$ cat src/rtl/bcd_stopwatch_pkg.sv
// Shared BCD types, digit constants and the per-digit load clamp for bcd_stopwatch.
package bcd_stopwatch_pkg;

  typedef logic [3:0] bcd_digit_t;

  localparam bcd_digit_t BCD_MAX  = 4'd9;
  localparam bcd_digit_t BCD_ZERO = 4'd0;

  // Illegal BCD codes (A..F) saturate to 9.
  function automatic bcd_digit_t bcd_clamp(input bcd_digit_t d);
    return (d > BCD_MAX) ? BCD_MAX : d;
  endfunction

endpackage

$ cat src/rtl/bcd_digit_step.sv
// One BCD digit of the increment/decrement ripple chain; purely combinational.
module bcd_digit_step
  import bcd_stopwatch_pkg::*;
(
  input  bcd_digit_t digit,
  input  logic       dir,
  input  logic       carry_in,
  output bcd_digit_t next_digit,
  output logic       carry_out
);

  always_comb begin
    next_digit = digit;
    carry_out  = 1'b0;
    if (carry_in) begin
      if (!dir) begin
        if (digit >= BCD_MAX) begin
          next_digit = BCD_ZERO;
          carry_out  = 1'b1;
        end else begin
          next_digit = digit + 4'd1;
        end
      end else begin
        if (digit == BCD_ZERO) begin
          next_digit = BCD_MAX;
          carry_out  = 1'b1;
        end else begin
          next_digit = digit - 4'd1;
        end
      end
    end
  end

endmodule

$ cat src/rtl/bcd_stopwatch.sv
// N-digit BCD up/down stopwatch with tick prescaler, preload, wrap/saturate and sticky expiry.
// Optional lap capture register enabled by defining BCD_STOPWATCH_LAP_EN.
module bcd_stopwatch
  import bcd_stopwatch_pkg::*;
#(
  parameter int unsigned CLK_DIV    = 6500000,
  parameter int unsigned NUM_DIGITS = 5,
  parameter bit          SATURATE   = 1'b0
) (
  input  logic                    clk,
  input  logic                    reset,
  input  logic                    run,
  input  logic                    dir,
  input  logic                    load,
  input  logic [4*NUM_DIGITS-1:0] load_value,
  input  logic                    lap_req,
  output logic [4*NUM_DIGITS-1:0] count,
  output logic [4*NUM_DIGITS-1:0] lap,
  output logic                    tick,
  output logic                    wrapped,
  output logic                    expired
);

  localparam int unsigned CW = 4 * NUM_DIGITS;
  localparam int unsigned PW = $clog2(CLK_DIV);
  localparam logic [PW-1:0] PRESC_LAST = PW'(CLK_DIV - 1);

  logic [PW-1:0]       presc;
  logic                step_en;
  logic [NUM_DIGITS:0] carry;
  logic [CW-1:0]       count_step;
  logic [CW-1:0]       load_clamped;
  logic [CW-1:0]       count_next;
  logic                wrap_next;
  logic                expired_next;

  assign step_en  = run && (presc == PRESC_LAST);
  assign carry[0] = 1'b1;

  // Ripple chain; the final carry flags all-9s (up) or all-0s (down).
  for (genvar g = 0; g < NUM_DIGITS; g++) begin : g_digit
    bcd_digit_step u_step (
      .digit      (count[4*g +: 4]),
      .dir        (dir),
      .carry_in   (carry[g]),
      .next_digit (count_step[4*g +: 4]),
      .carry_out  (carry[g+1])
    );
    assign load_clamped[4*g +: 4] = bcd_clamp(load_value[4*g +: 4]);
  end

  // Boundary handling: wrap or hold at all-9s, no borrow past zero.
  always_comb begin
    count_next   = count_step;
    wrap_next    = 1'b0;
    expired_next = expired;
    if (!dir) begin
      expired_next = 1'b0;
      if (carry[NUM_DIGITS]) begin
        if (SATURATE) count_next = count;
        else          wrap_next  = 1'b1;
      end
    end else begin
      if (carry[NUM_DIGITS]) begin
        count_next   = count;
        expired_next = 1'b1;
      end else if (count_step == '0) begin
        expired_next = 1'b1;
      end
    end
  end

  always_ff @(posedge clk) begin
    if (reset) begin
      presc   <= '0;
      count   <= '0;
      tick    <= 1'b0;
      wrapped <= 1'b0;
      expired <= 1'b0;
    end else if (load) begin
      presc   <= '0;
      count   <= load_clamped;
      tick    <= 1'b0;
      wrapped <= 1'b0;
      expired <= 1'b0;
    end else begin
      tick    <= step_en;
      wrapped <= step_en && wrap_next;
      if (run) presc <= step_en ? '0 : presc + PW'(1);
      if (step_en) begin
        count   <= count_next;
        expired <= expired_next;
      end
    end
  end

`ifdef BCD_STOPWATCH_LAP_EN
  // Captures the pre-step, pre-load count.
  always_ff @(posedge clk) begin
    if (reset)        lap <= '0;
    else if (lap_req) lap <= count;
  end
`else
  logic lap_req_unused;
  assign lap_req_unused = lap_req;
  assign lap            = '0;
`endif

endmodule

$ cat config.mk
export PLATFORM = sky130hd
export DESIGN_NAME = bcd_stopwatch
export DESIGN_NICKNAME = d
export VERILOG_FILES = /design/src/rtl/bcd_stopwatch_pkg.sv /design/src/rtl/bcd_digit_step.sv /design/src/rtl/bcd_stopwatch.sv
export SDC_FILE = /design/constraint.sdc
export NUM_CORES = 1
export LEC_CHECK = 0
export BUFFER_PORTS_ARGS = -buffer_cell sky130_fd_sc_hd__buf_4
export CAP_MARGIN = 20
export CORE_MARGIN = 4
export CORE_UTILIZATION = 30
export DETAILED_ROUTE_END_ITERATION = 8
export SYNTH_ARGS = -nofsm -noshare
export SYNTH_HDL_FRONTEND = slang
export SYNTH_SLANG_ARGS = --single-unit
$ cat constraint.sdc
create_clock -name clk -period 3.44 [get_ports clk]
set_input_delay 0.688 -clock clk [delete_from_list [all_inputs] [get_ports clk]]
set_output_delay 0.688 -clock clk [all_outputs]
set_load 0.05 [all_outputs]
==> flow_summary_export.csv, run 1 <==
group,metric,value,unit
status,status,"completed",
cts,cts_tree,"yes",
cts,cts-buffers-inserted,5,
run,max_cap_viol_count,0,
timing,drv_slew,0,
timing,setup_tns,0,ns
cts,cts_resized,0,
synth,synth_common_cells,"nor2_1 (54), dfxtp_1 (46), nand2_1 (30)",
synth,synth.most_common_cell,"nor2_1",
worst_hold_path,hold_class,"register to register",
synth,syn_area,0.00368,mm^2
timing,hold_violations,0,
setup_path,cp.required,3.67,ns
global_route,grt_usage,13.8,%
cts,clk_pin_slew,0.07,ns
route,drtIter0Drc,260,
pwr,max-vdd-ir-drop,0.195,mV
cts,cts_setup_buffers,0,
route,wl,9710,um
die,fp.dieH,119,um
cts,cts.htree.levels,2,
die,die_area,0.0141,mm^2
timing,post-route-period-util,90.2,%
timing,finalWorstSetupSlack,0.338,ns
route,num_vias,3544,
finish,final_cells,656,
setup_path,start_kind,"register",
place,place_area,0.00406,mm^2
die,rows,40,
timing,finalCriticalPeriod,3.10,ns
synth,synth_top_cell_area_share,25.0,%
place,portBuffers,47,
synth,synthArstFlopShare,0,%
global_route,antenna_found_initial,0,
place,place_inst,648,
die,die_x,119,um
synth,syn_inst,477,
route,wire_per_inst,14.8,um
cts,clock_latency,0.29,ns
finish,stdcell_area,0.00420,mm^2
timing,rsz0062_at_grt,"no",
cts,hold_buffers,0,
finish,final_core_util,35.0,%
global_route,grt_overflow,0,
setup_path,arrival,3.33,ns
place,gp_congestion,0.890,
place,hpwl,7160,um
cts,root_buffer,"clkbuf_16",
timing,tightest_slew,0.700,ns
die,initial_core_util,30.6,%
cts,clk_path_buf_depth,2,
synth,synth_top_area_cell,"dfxtp_1",
synth,synth_edf_count,0,
global_route,first_global_vias,3302,
finish,area_growth,14.2,%
global_route,grt_start_max_net_pins,35,
route,firstDrtPassIters,4,
global_route,grt_first_pass_wirelength,16400,um
synth,synth_area_leaders,"dfxtp_1 (25%), ha_1 (5.8%), nor2_1 (5.5%)",
timing,timing.slew.headroom,53.1,%
synth,yosys_warnings,0,
place,dpl_worst_slack,0.350,ns
setup_path,endpoint_kind,"register",
pwr,leakagePower,1.65,nW
die,core_area,0.0120,mm^2
route,via_per_inst,5.40,
finish,n_antenna_cell,0,
setup_path,setup.worst_path.class,"register to register",
synth,synth-main-ff-cell,"dfxtp_1",
die,pin_count,69,
synth,avgSynthCellArea,7.71,um^2
timing,clock_skew,0.00426,ns
finish,fillCellCount,1250,
synth,ys_ff_latch,46,
route,postRouteAntennaNets,0,
finish,drive_above_1_share,16.7,%
synth,synth_cell_types,75,
cts,cts_sinks,46,
timing,fmax,0.322,GHz
setup_path,critPathMaxFanout,9,
timing,setup_viol_count_final,0,
finish,nNetsFinal,551,
synth,seq_area_frac_synth,25.0,%
pwr,pwr_density_cell,365,mW/mm^2
route,drc,0,
==> cell usage in the layout, fill, tap and decap left out, drive strengths merged, types with 17 or more instances in the layout <==
cell type and count:
a21oi 25, inv 23, o21ai 28, nor2 55, dfxtp 46, buf 55
conb 20, nand2 30, ha 17
==> power by group <==
part / internal (mW) / total [mW] / switching (mW)
logic: 0.160 / 0.448 / 0.288
registers: 0.550 / 0.596 / 0.0465
clock network: 0.269 / 0.491 / 0.222
total: 0.979 / 1.54 / 0.557
==> final timing paths <==
kind | startpoint | end | slack [ns] | cells after the start
max | count[4] | expired | 0.34 | 9
min | presc[22] | presc[22] | 0.49 | 2
max reg2reg | count[4] | expired | 0.34 | 9
min reg2reg | presc[22] | presc[22] | 0.49 | 2
==> worst max-delay path, cell delays in order (launching register included) <==
cell	delay, ns
dfxtp_1	0.50
inv_1	0.11
ha_1	0.30
or3b_4	0.31
a31oi_4	0.13
nor3_1	0.53
mux2_2	0.41
nor4_1	0.47
nand4_1	0.15
o21ai_1	0.13
==> final cells by class <==
class	instances	area [um^2]	area share (%)
clock buffers	5	125	2.98
flip-flops and latches	46	921	21.9
clock inverters	3	21.3	0.506
well taps	147	184	4.37
repair buffers	55	413	9.82
inverters	25	93.8	2.23
multi-input cells	375	2450	58.2
==> routing by layer <==
layer,part of all wire (%),GRT usage (%)
met4,2.0,4.78
met1,45,18.0
met2,46,22.7
met5,0,0
met3,6.3,2.78
==> flip-flops by register name (all words and copies together), names as in the netlist <==
| name | count |
|---|---|
| count | 20 |
| wrapped | 1 |
| tick | 1 |
| expired | 1 |
| presc | 23 |
==> stage by stage <==
step	hold WS, ns	total power [mW]
2_1_floorplan	0.453	0.953
3_3_place_gp	0.469	1.04
3_5_place_dp	0.481	1.05
4_1_cts	0.493	1.55
5_1_grt	0.522	1.62
6_report	0.491	1.54
==> cell families (layout without fill, tap and decap cells) <==
group	after synthesis	count (layout)	synth area share, %
compound gates	139	139	26.9
xor+xnor	19	19	4.52
fa+ha+maj	17	17	5.78
buf+inv	75	88	10.4
flops	46	46	25.0
mux	5	5	1.43
other cells	1	20	0.102
simple gates	175	175	25.8
No activity file was read; power rests on OpenSTA's default activity.
==> inputs of run 2 (changes only) <==
--- a/config.mk
+++ b/config.mk
@@ -9,6 +9,7 @@
 export CAP_MARGIN = 20
 export CORE_MARGIN = 4
 export CORE_UTILIZATION = 30
+export CTS_BUF_LIST = sky130_fd_sc_hd__clkbuf_8
 export DETAILED_ROUTE_END_ITERATION = 8
 export SYNTH_ARGS = -nofsm -noshare
 export SYNTH_HDL_FRONTEND = slang
==> run 2 against run 1 <==
Against the previous run: count of clock-buffer cells in the layout stayed put; die area stayed put; first-iteration DRC count is 1.5% lower; worst hold slack better by 0.0057 ns; register-to-register slack hardly changed; maximum frequency is 0.46% lower; largest power group unchanged.
==> flow_summary_export.csv, run 2 (same netlist as run 1, synthesis figures left out) <==
group,metric,value,unit
status,status,"completed",
timing,setup_viol_count_final,0,
setup_path,arrival,3.37,ns
setup_path,start_kind,"register",
cts,clock_latency,0.32,ns
cts,clk_path_buf_depth,2,
die,die_area,0.0141,mm^2
finish,final_core_util,34.5,%
pwr,pwr_density_cell,338,mW/mm^2
timing,rsz0062_at_grt,"no",
route,via_per_inst,5.38,
finish,nNetsFinal,551,
setup_path,setup.worst_path.class,"register to register",
timing,clock_skew,0.0102,ns
die,core_area,0.0120,mm^2
setup_path,cp.required,3.70,ns
place,dpl_worst_slack,0.350,ns
timing,setup_tns,0,ns
global_route,antenna_found_initial,0,
die,die_x,119,um
cts,cts-buffers-inserted,5,
cts,hold_buffers,0,
die,fp.dieH,119,um
global_route,grt_start_max_net_pins,35,
die,initial_core_util,30.6,%
timing,hold_violations,0,
timing,whs,0.497,ns
cts,cts_sinks,46,
finish,seqCellArea,921,um^2
place,hpwl,7160,um
setup_path,r2r_cells,9,
finish,n_antenna_cell,0,
finish,largest_reg_flops,23,
global_route,grt_usage,13.8,%
timing,post-route-period-util,90.6,%
finish,area_growth,12.7,%
finish,final_common_cell,"buf_4",
route,firstDrtPassIters,4,
worst_hold_path,hold_class,"register to register",
global_route,first_global_vias,3308,
setup_path,endpoint_kind,"register",
finish,regMostFlops,"presc",
place,gp_congestion,0.890,
timing,drv_slew,0,
route,drc,0,
timing,fmax,0.321,GHz
route,num_vias,3526,
cts,cts.htree.levels,2,
route,postRouteAntennaNets,0,
timing,tightest_slew,0.702,ns
route,drtIter0Drc,256,
timing,finalCriticalPeriod,3.12,ns
finish,drive_above_1_share,16.7,%
global_route,grt_first_pass_wirelength,16400,um
finish,multi_input_area,0.00245,mm^2
die,pin_count,69,
finish,layout_common_cells,"buf_4 (55), nor2_1 (54), dfxtp_1 (46), nand2_1 (30), a21oi_1 (25)",
pwr,max-vdd-ir-drop,0.131,mV
finish,reg_top3,"presc (23), count (20)",
global_route,grt_overflow,0,
timing,finalWorstSetupSlack,0.324,ns
finish,fillCellCount,1255,
run,max_cap_viol_count,0,
place,place_inst,648,
setup_path,r2r_slack,0.32,ns
place,portBuffers,47,
die,rows,40,
cts,root_buffer,"clkbuf_8",
route,wire_per_inst,14.9,um
worst_hold_path,holdPathStages,2,
pwr,leakagePower,1.63,nW
timing,timing.slew.headroom,53.0,%
cts,clk_pin_slew,0.10,ns
setup_path,critPathMaxFanout,9,
finish,final_cells,656,
cts,cts_tree,"yes",
cts,cts_setup_buffers,0,
route,wl,9760,um
cts,cts_resized,0,
-- run 2: cell counts in the layout (fill, tap and decap cells not counted) --
No cell type changed its count.
-- run 2: power breakdown --
| group | leakage (nW) | total [mW] | internal, mW | switching, mW |
|---|---|---|---|---|
| Clock | 0.0441 | 0.355 | 0.143 | 0.212 |
| Combinational | 1.21 | 0.449 | 0.160 | 0.289 |
| Sequential | 0.375 | 0.596 | 0.549 | 0.0467 |
| Total | 1.63 | 1.40 | 0.853 | 0.547 |
-- run 2: layout make-up --
class / instances / share of cell area [%]
clock buffer: 5 / 1.66
clock inverter: 3 / 0.513
inverter: 25 / 2.26
multi-input combinational: 375 / 59.0
sequential: 46 / 22.2
tap: 147 / 4.43
timing repair buffer: 55 / 9.95
-- run 2: metal layers --
layer / wire [um] / track usage (%) / vias to the layer above
met5: 0 / 0 / -
met3: 461 / 2.78 / 16
li1: - / - / 1761
met1: 4540 / 18.0 / 1668
met4: 167 / 4.56 / 0
met2: 4580 / 22.7 / 81
-- run 2: path summary, 6_finish.rpt --
path                                start        end
worst min-delay path            presc[22]  presc[22]
worst max-delay path             count[4]    expired
worst min register to register  presc[22]  presc[22]
worst max register to register   count[4]    expired
-- run 2: through the flow --
| stage | power (mW) | cell area, um^2 |
|---|---|---|
| final | 1.40 | 4150 |
| after global routing | 1.48 | 4150 |
| after CTS | 1.41 | 4150 |
| after detailed placement | 1.05 | 4060 |
| after global placement | 1.04 | 4060 |
| after floorplan | 0.953 | 3750 |
-- run 2: critical path, cell delays in order, from the launching register on --
cell,delay (ns)
dfxtp_1,0.52
inv_1,0.11
ha_1,0.30
or3b_4,0.31
a31oi_4,0.14
nor3_1,0.52
mux2_2,0.41
nor4_1,0.47
nand4_1,0.15
o21ai_1,0.13
